File: src/rtl/branch_resolve_pkg.sv
// Shared types for the branch resolution slice.
//   rv32i_word   : 32-bit datapath word
//   bht_cnt_t    : 2-bit saturating predictor counter
//   BHT_RESET    : value every table entry takes on reset (weakly not-taken)
//   br_state_t   : redirect FSM states
//   bht_next()   : saturating counter update helper
package rv32i_types;

  typedef logic [31:0] rv32i_word;

  typedef enum logic [1:0] {
    SNT = 2'b00,
    WNT = 2'b01,
    WT  = 2'b10,
    ST  = 2'b11
  } bht_cnt_t;

  localparam bht_cnt_t BHT_RESET = WNT;

  typedef enum logic {
    IDLE  = 1'b0,
    REDIR = 1'b1
  } br_state_t;

  // Saturating step: taken moves toward ST, not-taken toward SNT.
  function automatic bht_cnt_t bht_next(input bht_cnt_t cnt, input logic taken);
    bht_cnt_t nxt;
    nxt = cnt;
    unique case (cnt)
      SNT: nxt = taken ? WNT : SNT;
      WNT: nxt = taken ? WT  : SNT;
      WT:  nxt = taken ? ST  : WNT;
      ST:  nxt = taken ? ST  : WT;
      default: nxt = BHT_RESET;
    endcase
    return nxt;
  endfunction

endpackage

File: src/rtl/branch_resolve_bht.sv
// Branch history table: 2^IDX_BITS two-bit saturating counters.
//   clk, rst   : clock, synchronous active-high reset (all entries -> BHT_RESET)
//   rd_idx     : asynchronous lookup index
//   rd_cnt     : counter at rd_idx (value before any same-edge update)
//   upd_en     : apply a training update this cycle
//   upd_idx    : entry to train
//   upd_taken  : resolved direction used to train the entry
module bht
  import rv32i_types::*;
#(
  parameter int IDX_BITS = 4
) (
  input  logic                clk,
  input  logic                rst,
  input  logic [IDX_BITS-1:0] rd_idx,
  output bht_cnt_t            rd_cnt,
  input  logic                upd_en,
  input  logic [IDX_BITS-1:0] upd_idx,
  input  logic                upd_taken
);

  localparam int ENTRIES = 1 << IDX_BITS;

  bht_cnt_t tbl [ENTRIES];

  // Read comes straight off the array, so a same-cycle update is not visible
  // until after the clock edge.
  assign rd_cnt = tbl[rd_idx];

  always_ff @(posedge clk) begin
    if (rst) begin
      for (int i = 0; i < ENTRIES; i++) begin
        tbl[i] <= BHT_RESET;
      end
    end else if (upd_en) begin
      tbl[upd_idx] <= bht_next(tbl[upd_idx], upd_taken);
    end
  end

endmodule

File: src/rtl/branch_resolve.sv
// Branch resolution in EX with a 2-bit BHT predictor and fetch redirect.
//   clk, rst                    : clock, synchronous active-high reset
//   if_pc / if_pred_taken       : fetch lookup and combinational prediction
//   ex_valid, ex_is_br/jal/jalr : EX occupancy and instruction class
//   ex_pc, ex_imm, ex_rs1       : EX operands for target calculation
//   br_en                       : branch comparator outcome
//   ex_pred_taken               : prediction that travelled with the EX instr
//   stall                       : pipeline freeze, blocks EX acceptance
//   redirect / redirect_pc      : registered fetch redirect and its target
//   br_count / mispred_count    : resolved-branch and misprediction counters
module branch_resolve
  import rv32i_types::*;
#(
  parameter int BHT_IDX_BITS = 4
) (
  input  logic      clk,
  input  logic      rst,
  input  rv32i_word if_pc,
  output logic      if_pred_taken,
  input  logic      ex_valid,
  input  logic      ex_is_br,
  input  logic      ex_is_jal,
  input  logic      ex_is_jalr,
  input  rv32i_word ex_pc,
  input  rv32i_word ex_imm,
  input  rv32i_word ex_rs1,
  input  logic      br_en,
  input  logic      ex_pred_taken,
  input  logic      stall,
  output logic      redirect,
  output rv32i_word redirect_pc,
  output rv32i_word br_count,
  output rv32i_word mispred_count
);

  logic      accept_p0;
  logic      actual_taken_p0;
  logic      mispred_p0;
  rv32i_word target_p0;
  rv32i_word fallthrough_p0;
  rv32i_word next_pc_p0;
  bht_cnt_t  pred_cnt;
  br_state_t state;

  logic      unused_pc_bits;
  assign unused_pc_bits = ^{if_pc[31:BHT_IDX_BITS+2], if_pc[1:0],
                            ex_pc[31:BHT_IDX_BITS+2], ex_pc[1:0]};

  bht #(
    .IDX_BITS (BHT_IDX_BITS)
  ) u_bht (
    .clk       (clk),
    .rst       (rst),
    .rd_idx    (if_pc[BHT_IDX_BITS+1:2]),
    .rd_cnt    (pred_cnt),
    .upd_en    (accept_p0 && ex_is_br),
    .upd_idx   (ex_pc[BHT_IDX_BITS+1:2]),
    .upd_taken (br_en)
  );

  assign if_pred_taken = pred_cnt[1];

  // ---- EX resolve (combinational) ----
  always_comb begin
    // While a redirect is outstanding the EX slot holds a wrong-path instr.
    accept_p0       = ex_valid && !stall && !redirect;
    actual_taken_p0 = 1'b0;
    mispred_p0      = 1'b0;
    fallthrough_p0  = ex_pc + 32'd4;
    if (ex_is_jalr) begin
      target_p0 = (ex_rs1 + ex_imm) & ~32'h1;
    end else begin
      target_p0 = ex_pc + ex_imm;
    end
    if (ex_is_br) begin
      actual_taken_p0 = br_en;
      mispred_p0      = (br_en != ex_pred_taken);
    end else if (ex_is_jal || ex_is_jalr) begin
      // Jumps are never predicted, so they always redirect.
      actual_taken_p0 = 1'b1;
      mispred_p0      = 1'b1;
    end
    next_pc_p0 = actual_taken_p0 ? target_p0 : fallthrough_p0;
  end

  // ---- redirect FSM (registered outputs) ----
  always_ff @(posedge clk) begin
    if (rst) begin
      state       <= IDLE;
      redirect    <= 1'b0;
      redirect_pc <= '0;
    end else begin
      unique case (state)
        IDLE: begin
          if (accept_p0 && mispred_p0) begin
            state       <= REDIR;
            redirect    <= 1'b1;
            redirect_pc <= next_pc_p0;
          end
        end
        REDIR: begin
          // Hold the request until fetch can actually see it unstalled.
          if (!stall) begin
            state    <= IDLE;
            redirect <= 1'b0;
          end
        end
        default: begin
          state    <= IDLE;
          redirect <= 1'b0;
        end
      endcase
    end
  end

  // ---- statistics counters ----
  always_ff @(posedge clk) begin
    if (rst) begin
      br_count      <= '0;
      mispred_count <= '0;
    end else begin
      if (accept_p0 && ex_is_br) begin
        br_count <= br_count + 32'd1;
      end
      if (accept_p0 && mispred_p0) begin
        mispred_count <= mispred_count + 32'd1;
      end
    end
  end

endmodule

File: config.mk
export PLATFORM = sky130hd
export DESIGN_NAME = branch_resolve
export DESIGN_NICKNAME = d
export VERILOG_FILES = /design/src/rtl/branch_resolve_pkg.sv /design/src/rtl/branch_resolve_bht.sv /design/src/rtl/branch_resolve.sv
export SDC_FILE = /design/constraint.sdc
export NUM_CORES = 1
export LEC_CHECK = 0
export CORE_MARGIN = 2
export CORE_UTILIZATION = 50
export CTS_CLUSTER_SIZE = 30
export DETAILED_ROUTE_END_ITERATION = 6
export GPL_ROUTABILITY_DRIVEN = 1
export GPL_TIMING_DRIVEN = 0
export PLACE_DENSITY = 0.8
export SYNTH_ARGS = -nofsm -noshare
export SYNTH_HDL_FRONTEND = slang
export SYNTH_SLANG_ARGS = --single-unit
File: constraint.sdc
create_clock -name clk -period 6.3 [get_ports clk]
set_input_delay 0.63 -clock clk [delete_from_list [all_inputs] [get_ports clk]]
set_output_delay 0.63 -clock clk [all_outputs]
set_load 0.005 [all_outputs]
=== Yosys cells after proc, flatten, opt, wreduce, memory -nomap -nowiden ===
Memory sizes are Yosys's and may differ from the RTL's.
Cells that the tools add are included.

* Add/sub/neg operators: 5
* Eq/ne operators: 6
* Muxes and demuxes: 26
* Bitwise logic cells: 1
* Reduce and logical (&&, ||, !) cells: 11

{| class="wikitable"
|+ Operators with widths
! kind !! number
|-
| 32-bit by 1-bit adder with 32-bit output (second input constant) || 2
|-
| 32-bit adder || 2
|-
| 32-bit two-way mux || 2
|-
| 32-bit by 3-bit adder with 32-bit output (second input constant) || 1
|-
| 1-bit two-way mux || 15
|-
| 2-bit two-way mux || 5
|-
| 2-bit case mux with 4 select lines || 1
|-
| 2-bit equality test (second input constant) || 2
|-
| 1-bit logical AND || 4
|-
| 4-bit two-way mux || 1
|-
| 2-bit inequality test (second input constant) || 2
|-
| 1-bit case mux with 2 select lines || 2
|-
| 2-bit AND reduction || 2
|-
| 2-bit by 1-bit equality test with 1-bit output (second input constant) || 1
|-
| 1-bit zero test || 2
|-
| 2-bit zero test || 1
|-
| 2-bit OR reduction || 1
|-
| 1-bit logical OR || 1
|-
| 1-bit inequality test || 1
|-
| 1-bit inverter || 1
|}

* Register bits: 98
* RAM bits: 32
* Input port bits: 137
* Output and inout port bits: 98
* Logic and storage cells: 55
* Memories: 1

{| class="wikitable"
|+ Memory list
! name !! depth !! bits a word !! read ports !! clocked after memory_dff !! wr ports !! RTL line !! RTL
|-
| u_bht.tbl || 16 || 2 || 2 || 0 || 16 || branch_resolve_bht.sv:24 || <nowiki>bht_cnt_t tbl [ENTRIES];</nowiki>
|}

=== Longest topological paths before layout ===
Gate-level depths: netlist of the first run.

* Depth after elaboration: 9
* Mapped depth: 11
* Mapped depth without buffers: 11

=== Hierarchy ===
Synthesis of the first run repeated with hierarchy kept, for this count alone.

* Cell total of the unflattened synthesis: 1231
* Area total of the unflattened synthesis: 10178.5 sq um

{| class="wikitable"
|+ Modules (own cells, without submodules)
! module !! times used !! cells each !! area an instance (sq um) !! sequential area each (sq um)
|-
| branch_resolve || 1 || 1076 || 8217.9 || 1961.9
|-
| bht || 1 || 155 || 1960.6 || 960.9
|}

=== Worst setup path before layout of the first run ===
No wires, ideal clock.

* Path type: input-to-reg
* From: input port ex_pc[0]
* To: register redirect_pc[28]
* Library setup time: 120 ps
* Arrival time: 2838 ps
* Data required time: 6180 ps
* Path slack: 3343 ps
* Stages: 11
* Buffers on the path: 0
* Cells stage by stage: ha_1 fa_1 a21oi_1 o21ai_0 a21oi_1 o211a_4 o31ai_4 a211oi_2 o2bb2ai_1 xnor2_1 a211o_1

* Longest elaborated chain between the ends: 3

{| class="wikitable"
|+ RTL lines
! element !! RTL line !! RTL
|-
| from (decl) || branch_resolve.sv:24 || <nowiki>input rv32i_word ex_pc,</nowiki>
|-
| 32-bit adder || branch_resolve.sv:73 || <nowiki>target_p0 = ex_pc + ex_imm;</nowiki>
|-
| 32-bit two-way mux || branch_resolve.sv:70 || <nowiki>if (ex_is_jalr) begin</nowiki>
|-
| 32-bit two-way mux * || branch_resolve.sv:83 || <nowiki>next_pc_p0 = actual_taken_p0 ? target_p0 : fallthrough_p0;</nowiki>
|-
| to (signal assigned) || branch_resolve.sv:98 || <nowiki>redirect_pc <= next_pc_p0;</nowiki>
|-
| to (decl) || branch_resolve.sv:31 || <nowiki>output rv32i_word redirect_pc,</nowiki>
|}

Every way passes the cells marked *; elsewhere a longest branch is shown, timed or not.
A chain may end at the register's enable or synchronous reset.

=== Worst setup path after layout of the first run ===
* From: input port ex_pc[2]
* To: register redirect_pc[24]

Same word-level chain as after synthesis.

==> results of run 1 <==
-- power breakdown --
group / internal [mW] / switching (mW) / leakage [nW]
Combinational: 0.299 / 0.373 / 3.48
Clock: 0.532 / 0.436 / 0.283
Sequential: 0.873 / 0.0162 / 1.07
Total: 1.70 / 0.825 / 4.84
-- tightest hold or removal path: cells and delay by family, from the launching register on --
family           cells  cell delay, ns
AO/OA/AOI/OAI        1            0.05
flip-flops           1            0.31
AND/OR/NAND/NOR      1            0.05
-- sequential cells by signal (all words and copies together) (netlist names) --
register and cells:
br_count 32, mispred_count 32, redirect_pc 32, u_bht.tbl 32, state 1, redirect 1
-- layout make-up --
cell class / count / area, um^2
well taps: 265 / 331.6
flip-flops and latches: 130 / 2923
clock inverters: 15 / 156.4
plain buffers: 47 / 214.0
clock buffers: 17 / 425.4
fillers: 1636 / 6558
repair buffers: 205 / 2052
multi-input cells: 1024 / 6848
inverters: 22 / 82.58
-- Yosys cell counts, types with 32 or more instances --
library cell    n  area, um^2
nor2_1        125       469.2
ha_1           67       838.3
xnor2_1        66       578.1
dfxtp_1        98        1962
nand2_1       151       566.8
a21oi_1       100       500.5
xor2_1         60       525.5
edfxtp_1       32       960.9
nand3_1        58       290.3
o21ai_0        71       355.3
clkbuf_1       32       120.1
-- cell usage in the layout, fill, tap and decap left out, types with 6 or more instances in the layout --
cell             count
and4_1               6
clkbuf_1            32
xnor2_1             66
edfxtp_1            32
nand3_1             58
a211oi_1             9
a211o_1              6
o21bai_1             8
o21ai_0             71
o21a_1               7
nor2b_1              7
nand2b_1            21
nor2_1             125
nand4_1             27
inv_8                8
a21o_1              25
nand2_1            151
buf_2                6
and3_1              27
or3_1               15
dfxtp_1             98
xor2_1              60
mux2i_1              9
nor3_1              18
o211ai_1            16
ha_1                67
clkbuf_16           17
a31oi_1             11
clkdlybuf4s50_1    205
o31ai_1              7
mux4_2              14
inv_1               22
a21oi_1            100
and2_1               9
-- worst max path at each step --
stage | to | slack, ns | cells after the start
final | redirect_pc[24]$_SDFFE_PP0P_ | 2.83 | 11
after global routing | redirect_pc[24]$_SDFFE_PP0P_ | 2.61 | 11
after CTS | if_pred_taken | 2.82 | 4
after detailed placement | redirect_pc[28]$_SDFFE_PP0P_ | 2.49 | 11
after global placement | redirect_pc[28]$_SDFFE_PP0P_ | 2.45 | 11
after floorplan | redirect_pc[28]$_SDFFE_PP0P_ | 3.34 | 11
-- per-stage QoR --
step | instance area, um^2 | total power [mW] | setup WS, ns | std cells | hold slack (ns)
floorplan | 10070 | 1.321 | 3.343 | 1223 | 0.4483
global placement | 12450 | 1.557 | 2.449 | 1693 | 0.4448
detailed placement | 12450 | 1.566 | 2.495 | 1693 | 0.4477
CTS | 13030 | 2.527 | 2.818 | 1725 | 0.4615
global route | 13030 | 2.635 | 2.609 | 1725 | 0.4913
finish | 13030 | 2.530 | 2.831 | 1725 | 0.4615
-- per-layer routing --
layer | GRT usage | up-vias
li1 | - | 4899
met1 | 0.3595 | 4740
met2 | 0.4811 | 466
met3 | 0.03636 | 74
met4 | 0.09706 | 0
met5 | 0 | -
-- cells by family (layout without fill, tap and decap cells) --
group,count (synthesis),after routing,synth area share
simple gates,493,493,0.2396
compound gates,309,309,0.1991
flops,130,130,0.2903
xor+xnor,126,126,0.1096
fa+ha+maj,71,71,0.08936
buf+inv,69,306,0.02946
mux,25,25,0.04251
==> impl_results.md, run 1 <==
* Status: complete, no violations
* Buf/Inv on CP at 1
* Async set-or-reset flop fraction in the synthesized netlist at 0
* FMAX at 288.2 MHz
* Library cells used by synthesis at 83
* Crit Path Class: in -> reg
* Worst path arrival time at 3.80 ns
* Die Footprint at 21290 um^2
* Clock tree buffer depth at 2
* Gate Count Post-Synth at 1223
* Skew final at 0.008189 ns
* DP HPWL at 24460 um
* Worst Hold Depth at 2
* DR iter-0 viols at 796
* Setup_tns at 0 ns
* Delay-heaviest family, CP: compound AO/OA/AOI/OAI gates
* H-Tree Depth at 4
* CP startpoint: ex_pc[2]
* DR top layer: met4
* Final min period at 3.469 ns
* Row count at 51
* Area Overhead vs Synth at 29.46%
* Routed wire length at 30400 um
* Slowest stage delay, CP at 0.68 ns
* Routed wl met3 at 2256 um
* Placeable Area at 19590 um^2
* YS warnings at 0
* CP max stage cell: clkdlybuf4s50_1
* Final core utilization at 0.6653
* Clock buffer count from CTS at 17
* Hold path start: redirect_pc[5]$_SDFFE_PP0P_
* Area of the mapped netlist at 10070 um^2
* Slew Limit Fails at 0
* CTS tree: yes
* Clock Pin Slew Worst Setup and Hold Paths at 0.06 ns
* Worst slew margin at 0.4436
* TritonRoute pass-1 iters at 5
* Reg2Reg Setup Slack at 3.60 ns
* Starting density of the core at 0.5139
* Via count at 10179
* Fin. Hold Viols at 0
* Final setup vio count at 0
* # DRC at 0
* Diodes inserted at 0
* Clk sinks at 130
* DR WL/cell at 17.62 um
* Tot GR Track Use at 0.2791
* Required @ worst endpoint at 6.63 ns
* Port Buffers at 205
* Num ports at 235
* RSZ-0062 raised after global routing: false
* DRT met1 WL at 12540 um
* Vias in the first global route at 9597
* Fin crit share at 0.5507
* RePlAce Congestion at 0.9646
* Routed Antenna Nets at 0
* Critical Path Fanout Max at 7
* Most used cell, CP: a21oi_1
* Main synth FF type: dfxtp_1
* Initial antenna violation count at 0
* Reg2Reg Depth at 7
* Hold Path End: redirect_pc[5]$_SDFFE_PP0P_
* Post-synthesis sequential area ratio at 0.2903
* Synthesized area per cell at 8.232 um^2
* Share of layout cells above drive strength 1 at 0.06575
* DR vias/cell at 5.901
* Worst setup EP type: flop
* Reg2reg end: redirect_pc[18]$_SDFFE_PP0P_
* Min-delay worst type: reg -> reg
* CTS Hold Bufs at 0
* Post-CTS sizing at 0
* Die Wd at 145.9 um
* First-pass GRT wire length at 48330 um
* Crit path cell chain: clkdlybuf4s50_1 -> ha_1 -> a21oi_1 -> o21ai_0 -> a21oi_1 -> o211a_4 -> o31ai_4 -> a21boi_0 -> xnor2_1 -> o221ai_1 -> a22oi_1
* Height of the die at 145.9 um
* Max Cap Viol at 0
* Clk_lat worst skew at 0.42 ns
* Leak at 4.836 nW
* Largest net degree at the start of global routing at 17
* Post-CTS Setup Inserts at 0
* Grt ovf at 0
* Slew @ Worst Pin at 0.8346 ns
* Met2 routed WL at 14630 um
* Syn Nets at 1429
* Clock root cell: clkbuf_16
* Worst reg2reg path startpoint: redirect$_SDFFE_PP0P_
* CP Launch Type: input pin
* Power per cell area at 194.2 nW/um^2
* Worst vdd ir at 0.0002139 V
* Yosys reg bits at 130
* # nets final at 1653
* Post-synth EDFFs at 32
(Power assumes the default switching activity.)
==> inputs of run 2 (changes only) <==
--- a/config.mk
+++ b/config.mk
@@ -6,12 +6,12 @@
 export NUM_CORES = 1
 export LEC_CHECK = 0
 export CORE_MARGIN = 2
-export CORE_UTILIZATION = 50
+export CORE_UTILIZATION = 47
 export CTS_CLUSTER_SIZE = 30
 export DETAILED_ROUTE_END_ITERATION = 6
 export GPL_ROUTABILITY_DRIVEN = 1
 export GPL_TIMING_DRIVEN = 0
-export PLACE_DENSITY = 0.8
+export PLACE_DENSITY = 0.79
 export SYNTH_ARGS = -nofsm -noshare
 export SYNTH_HDL_FRONTEND = slang
 export SYNTH_SLANG_ARGS = --single-unit
==> constraint.sdc (replaced) <==
create_clock -name clk -period 3 [get_ports clk]
set_input_delay 0.3 -clock clk [delete_from_list [all_inputs] [get_ports clk]]
set_output_delay 0.3 -clock clk [all_outputs]
set_load 0.005 [all_outputs]
==> run 2 against run 1 <==
Compared with the run above: global-route usage is 2.1 points lower; final cell count is 0.58% higher; clock skew is 0.0031 ns higher; clock power is 110% higher; sequential power is 110% higher; worst hold slack worse by 0.016 ns; die area is 6.2% higher; first-iteration DRC count is 11% lower; total power is 110% higher.
==> impl_results.md, run 2 (synthesized netlist as in run 1, its figures left out) <==
* Slew Limit Fails at 0 (unchanged)
* Worst Hold Depth at 3 (was 2)
* CP startpoint: ex_imm[10] (was ex_pc[2])
* Max Cap Viol at 0 (unchanged)
* CP Depth at 11 (unchanged)
* # nets final at 1653 (unchanged)
* Via count at 9980 (was 10179)
* DR vias/cell at 5.752 (was 5.901)
* Clock buffer count from CTS at 17 (unchanged)
* Power per cell area at 405.5 nW/um^2 (was 194.2 nW/um^2)
* Clock root cell: clkbuf_16 (unchanged)
* Delay-heaviest family, CP: compound AO/OA/AOI/OAI gates (unchanged)
* Height of the die at 150.4 um (was 145.9 um)
* Die Wd at 150.4 um (was 145.9 um)
* Commonest non-fill, non-tap cell in the layout: clkdlybuf4s50_1 (unchanged)
* DP HPWL at 24030 um (was 24460 um)
* Crit path cell chain: clkdlybuf4s50_1 -> ha_1 -> nand3_1 -> nor3_1 -> nand3_1 -> a2111o_1 -> and3_1 -> o21ai_0 -> xor2_1 -> a22oi_1 -> nand2_1 (was clkdlybuf4s50_1 -> ha_1 -> a21oi_1 -> o21ai_0 -> a21oi_1 -> o211a_4 -> o31ai_4 -> a21boi_0 -> xnor2_1 -> o221ai_1 -> a22oi_1)
* Leak at 4.856 nW (was 4.836 nW)
* CP endpoint: redirect_pc[26]$_SDFFE_PP0P_ (was redirect_pc[24]$_SDFFE_PP0P_)
* Initial antenna violation count at 0 (unchanged)
* Worst setup EP type: flop (unchanged)
* Register Area at 2923 um^2 (unchanged)
* CTS Hold Bufs at 0 (unchanged)
* Diodes inserted at 0 (unchanged)
* RSZ-0062 raised after global routing: true (was false)
* Reg2Reg Setup Slack at 0.32 ns (was 3.60 ns)
* Slowest stage delay, CP at 0.50 ns (was 0.68 ns)
* DR iter-0 viols at 708 (was 796)
* Row count at 53 (was 51)
* CTS tree: yes (unchanged)
* Clk sinks at 130 (unchanged)
* # DRC at 0 (unchanged)
* Die Footprint at 22610 um^2 (was 21290 um^2)
* Fin. Hold Viols at 0 (unchanged)
* Most frequent cells in the layout: 202 x clkdlybuf4s50_1, 151 x nand2_1, 125 x nor2_1, 98 x dfxtp_1, 97 x a21oi_1 (was 205 x clkdlybuf4s50_1, 151 x nand2_1, 125 x nor2_1, 100 x a21oi_1, 98 x dfxtp_1)
* H-Tree Depth at 4 (unchanged)
* Reg2Reg Depth at 7 (unchanged)
* Worst reg2reg path startpoint: redirect$_SDFFE_PP0P_ (unchanged)
* Starting density of the core at 0.4789 (was 0.5139)
* Area of the multi-input gates at 6902 um^2 (was 6848 um^2)
* DR WL/cell at 17.13 um (was 17.62 um)
* Status: complete, no violations (unchanged)
* Final setup vio count at 0 (unchanged)
* Num ports at 235 (unchanged)
* Fillers at 1835 (was 1636)
* Min-delay worst type: in -> reg (was reg -> reg)
* Buf/Inv on CP at 1 (unchanged)
* Placeable Area at 21020 um^2 (was 19590 um^2)
* Most used cell, CP: nand3_1 (was a21oi_1)
* Clock Pin Slew Worst Setup and Hold Paths at 0.07 ns (was 0.06 ns)
* Share of layout cells above drive strength 1 at 0.07329 (was 0.06575)
* Required @ worst endpoint at 3.30 ns (was 6.63 ns)
* Skew final at 0.01128 ns (was 0.008189 ns)
* Grt ovf at 0 (unchanged)
* Port Buffers at 205 (unchanged)
* FMAX at 343.6 MHz
* First-pass GRT wire length at 46310 um (was 48330 um)
* Routed Antenna Nets at 0 (unchanged)
* Slew @ Worst Pin at 0.8563 ns (was 0.8346 ns)
* CP max stage cell: a2111o_1 (was clkdlybuf4s50_1)
* Worst slew margin at 0.4291 (was 0.4436)
* Fin area at 13100 um^2 (was 13030 um^2)
* Routed wire length at 29730 um (was 30400 um)
* Clock tree buffer depth at 2 (unchanged)
* Clk_lat worst skew at 0.42 ns (about the same)
* Area Overhead vs Synth at 30.15% (was 29.46%)
* Total design power at 5.313 mW (was 2.530 mW)
* Largest net degree at the start of global routing at 17 (unchanged)
* Critical Path Fanout Max at 6 (was 7)
* TritonRoute pass-1 iters at 5 (unchanged)
* Worst path arrival time at 3.21 ns (was 3.80 ns)
* CP Launch Type: input pin (unchanged)
* Worst vdd ir at 0.0003952 V (was 0.0002139 V)
* Crit Path Class: in -> reg (unchanged)
* Tot GR Track Use at 0.2582 (was 0.2791)
* Post-DP Area at 12460 um^2 (was 12450 um^2)
* Final min period at 2.910 ns
* Fin crit share at 0.9701
* RePlAce Congestion at 0.9595 (was 0.9646)
* Reg2reg end: redirect_pc[23]$_SDFFE_PP0P_ (was redirect_pc[18]$_SDFFE_PP0P_)
* Vias in the first global route at 9315 (was 9597)
## run 2: cell types whose count changed in the layout (fill, tap and decap cells not counted), moves of 2 or more
| cell | change |
|---|---|
| a21oi_1 | -3 |
| a21oi_2 | +3 |
| clkdlybuf4s50_1 | -3 |
| clkinv_2 | +2 |
| clkinv_4 | +2 |
| dlymetal6s2s_1 | +2 |
| ha_1 | -2 |
| ha_2 | +2 |
| inv_8 | -7 |
## run 2: routing by layer
layer,GRT usage,share of wire
met2,0.4441,0.48
met4,0.09057,0.027
met3,0.03030,0.061
met5,0,0
met1,0.3346,0.43
## run 2: layout make-up
| class | instances | area share |
|---|---|---|
| Buffer | 46 | 0.01604 |
| Clock buffer | 19 | 0.03466 |
| Clock inverter | 13 | 0.009454 |
| Inverter | 22 | 0.006303 |
| Multi-Input combinational cell | 1024 | 0.5267 |
| Sequential cell | 130 | 0.2231 |
| Tap cell | 275 | 0.02626 |
| Timing Repair Buffer | 206 | 0.1575 |
## run 2: what timing repair did
item | 4_1_cts | 5_1_grt
endpoints found under the setup margin | 15 | 12
pin swaps | 0 | 3
resized for setup | 3 | 13
setup buffers | 0 | 1
cloned | 0 | 0
hold endpoints to repair | 0 | 0
## run 2: how the worst min path moves through the flow
| stage | from | to | slack [ns] |
|---|---|---|---|
| global placement | redirect_pc[14]$_SDFFE_PP0P_ | redirect_pc[14]$_SDFFE_PP0P_ | 0.44 |
| finish | rst | redirect_pc[29]$_SDFFE_PP0P_ | 0.45 |
| floorplan | stall | state$_SDFF_PP0_ | 0.45 |
| CTS | rst | redirect_pc[29]$_SDFFE_PP0P_ | 0.43 |
| global route | rst | redirect_pc[29]$_SDFFE_PP0P_ | 0.49 |
| detailed placement | redirect_pc[23]$_SDFFE_PP0P_ | redirect_pc[23]$_SDFFE_PP0P_ | 0.46 |
## run 2: per-stage QoR
step,cells,hold WS [ns],TNS (ns),setup WS (ns),util
after detailed placement,1703,0.4572,-15.40,-0.5464,0.5929
after global routing,1735,0.4909,-0.01906,-0.01906,0.6233
final,1735,0.4454,0,0.08965,0.6233
after floorplan,1223,0.4473,0,0.3726,-
after CTS,1735,0.4302,0,0.06813,0.6205
after global placement,1703,0.4378,-12.75,-0.5141,0.5929
## run 2: tightest hold or removal path: cells and delay by family
kind            cells  cell delay (ns)
compound gates      2             0.33
buf+inv             1             0.20
## run 2: report_power, final
| group | total (mW) | leakage, nW | internal, mW | switching (mW) |
|---|---|---|---|---|
| Sequential | 1.87 | 1.07 | 1.83 | 0.0323 |
| Combinational | 1.42 | 3.51 | 0.637 | 0.784 |
| Clock | 2.03 | 0.278 | 1.20 | 0.823 |
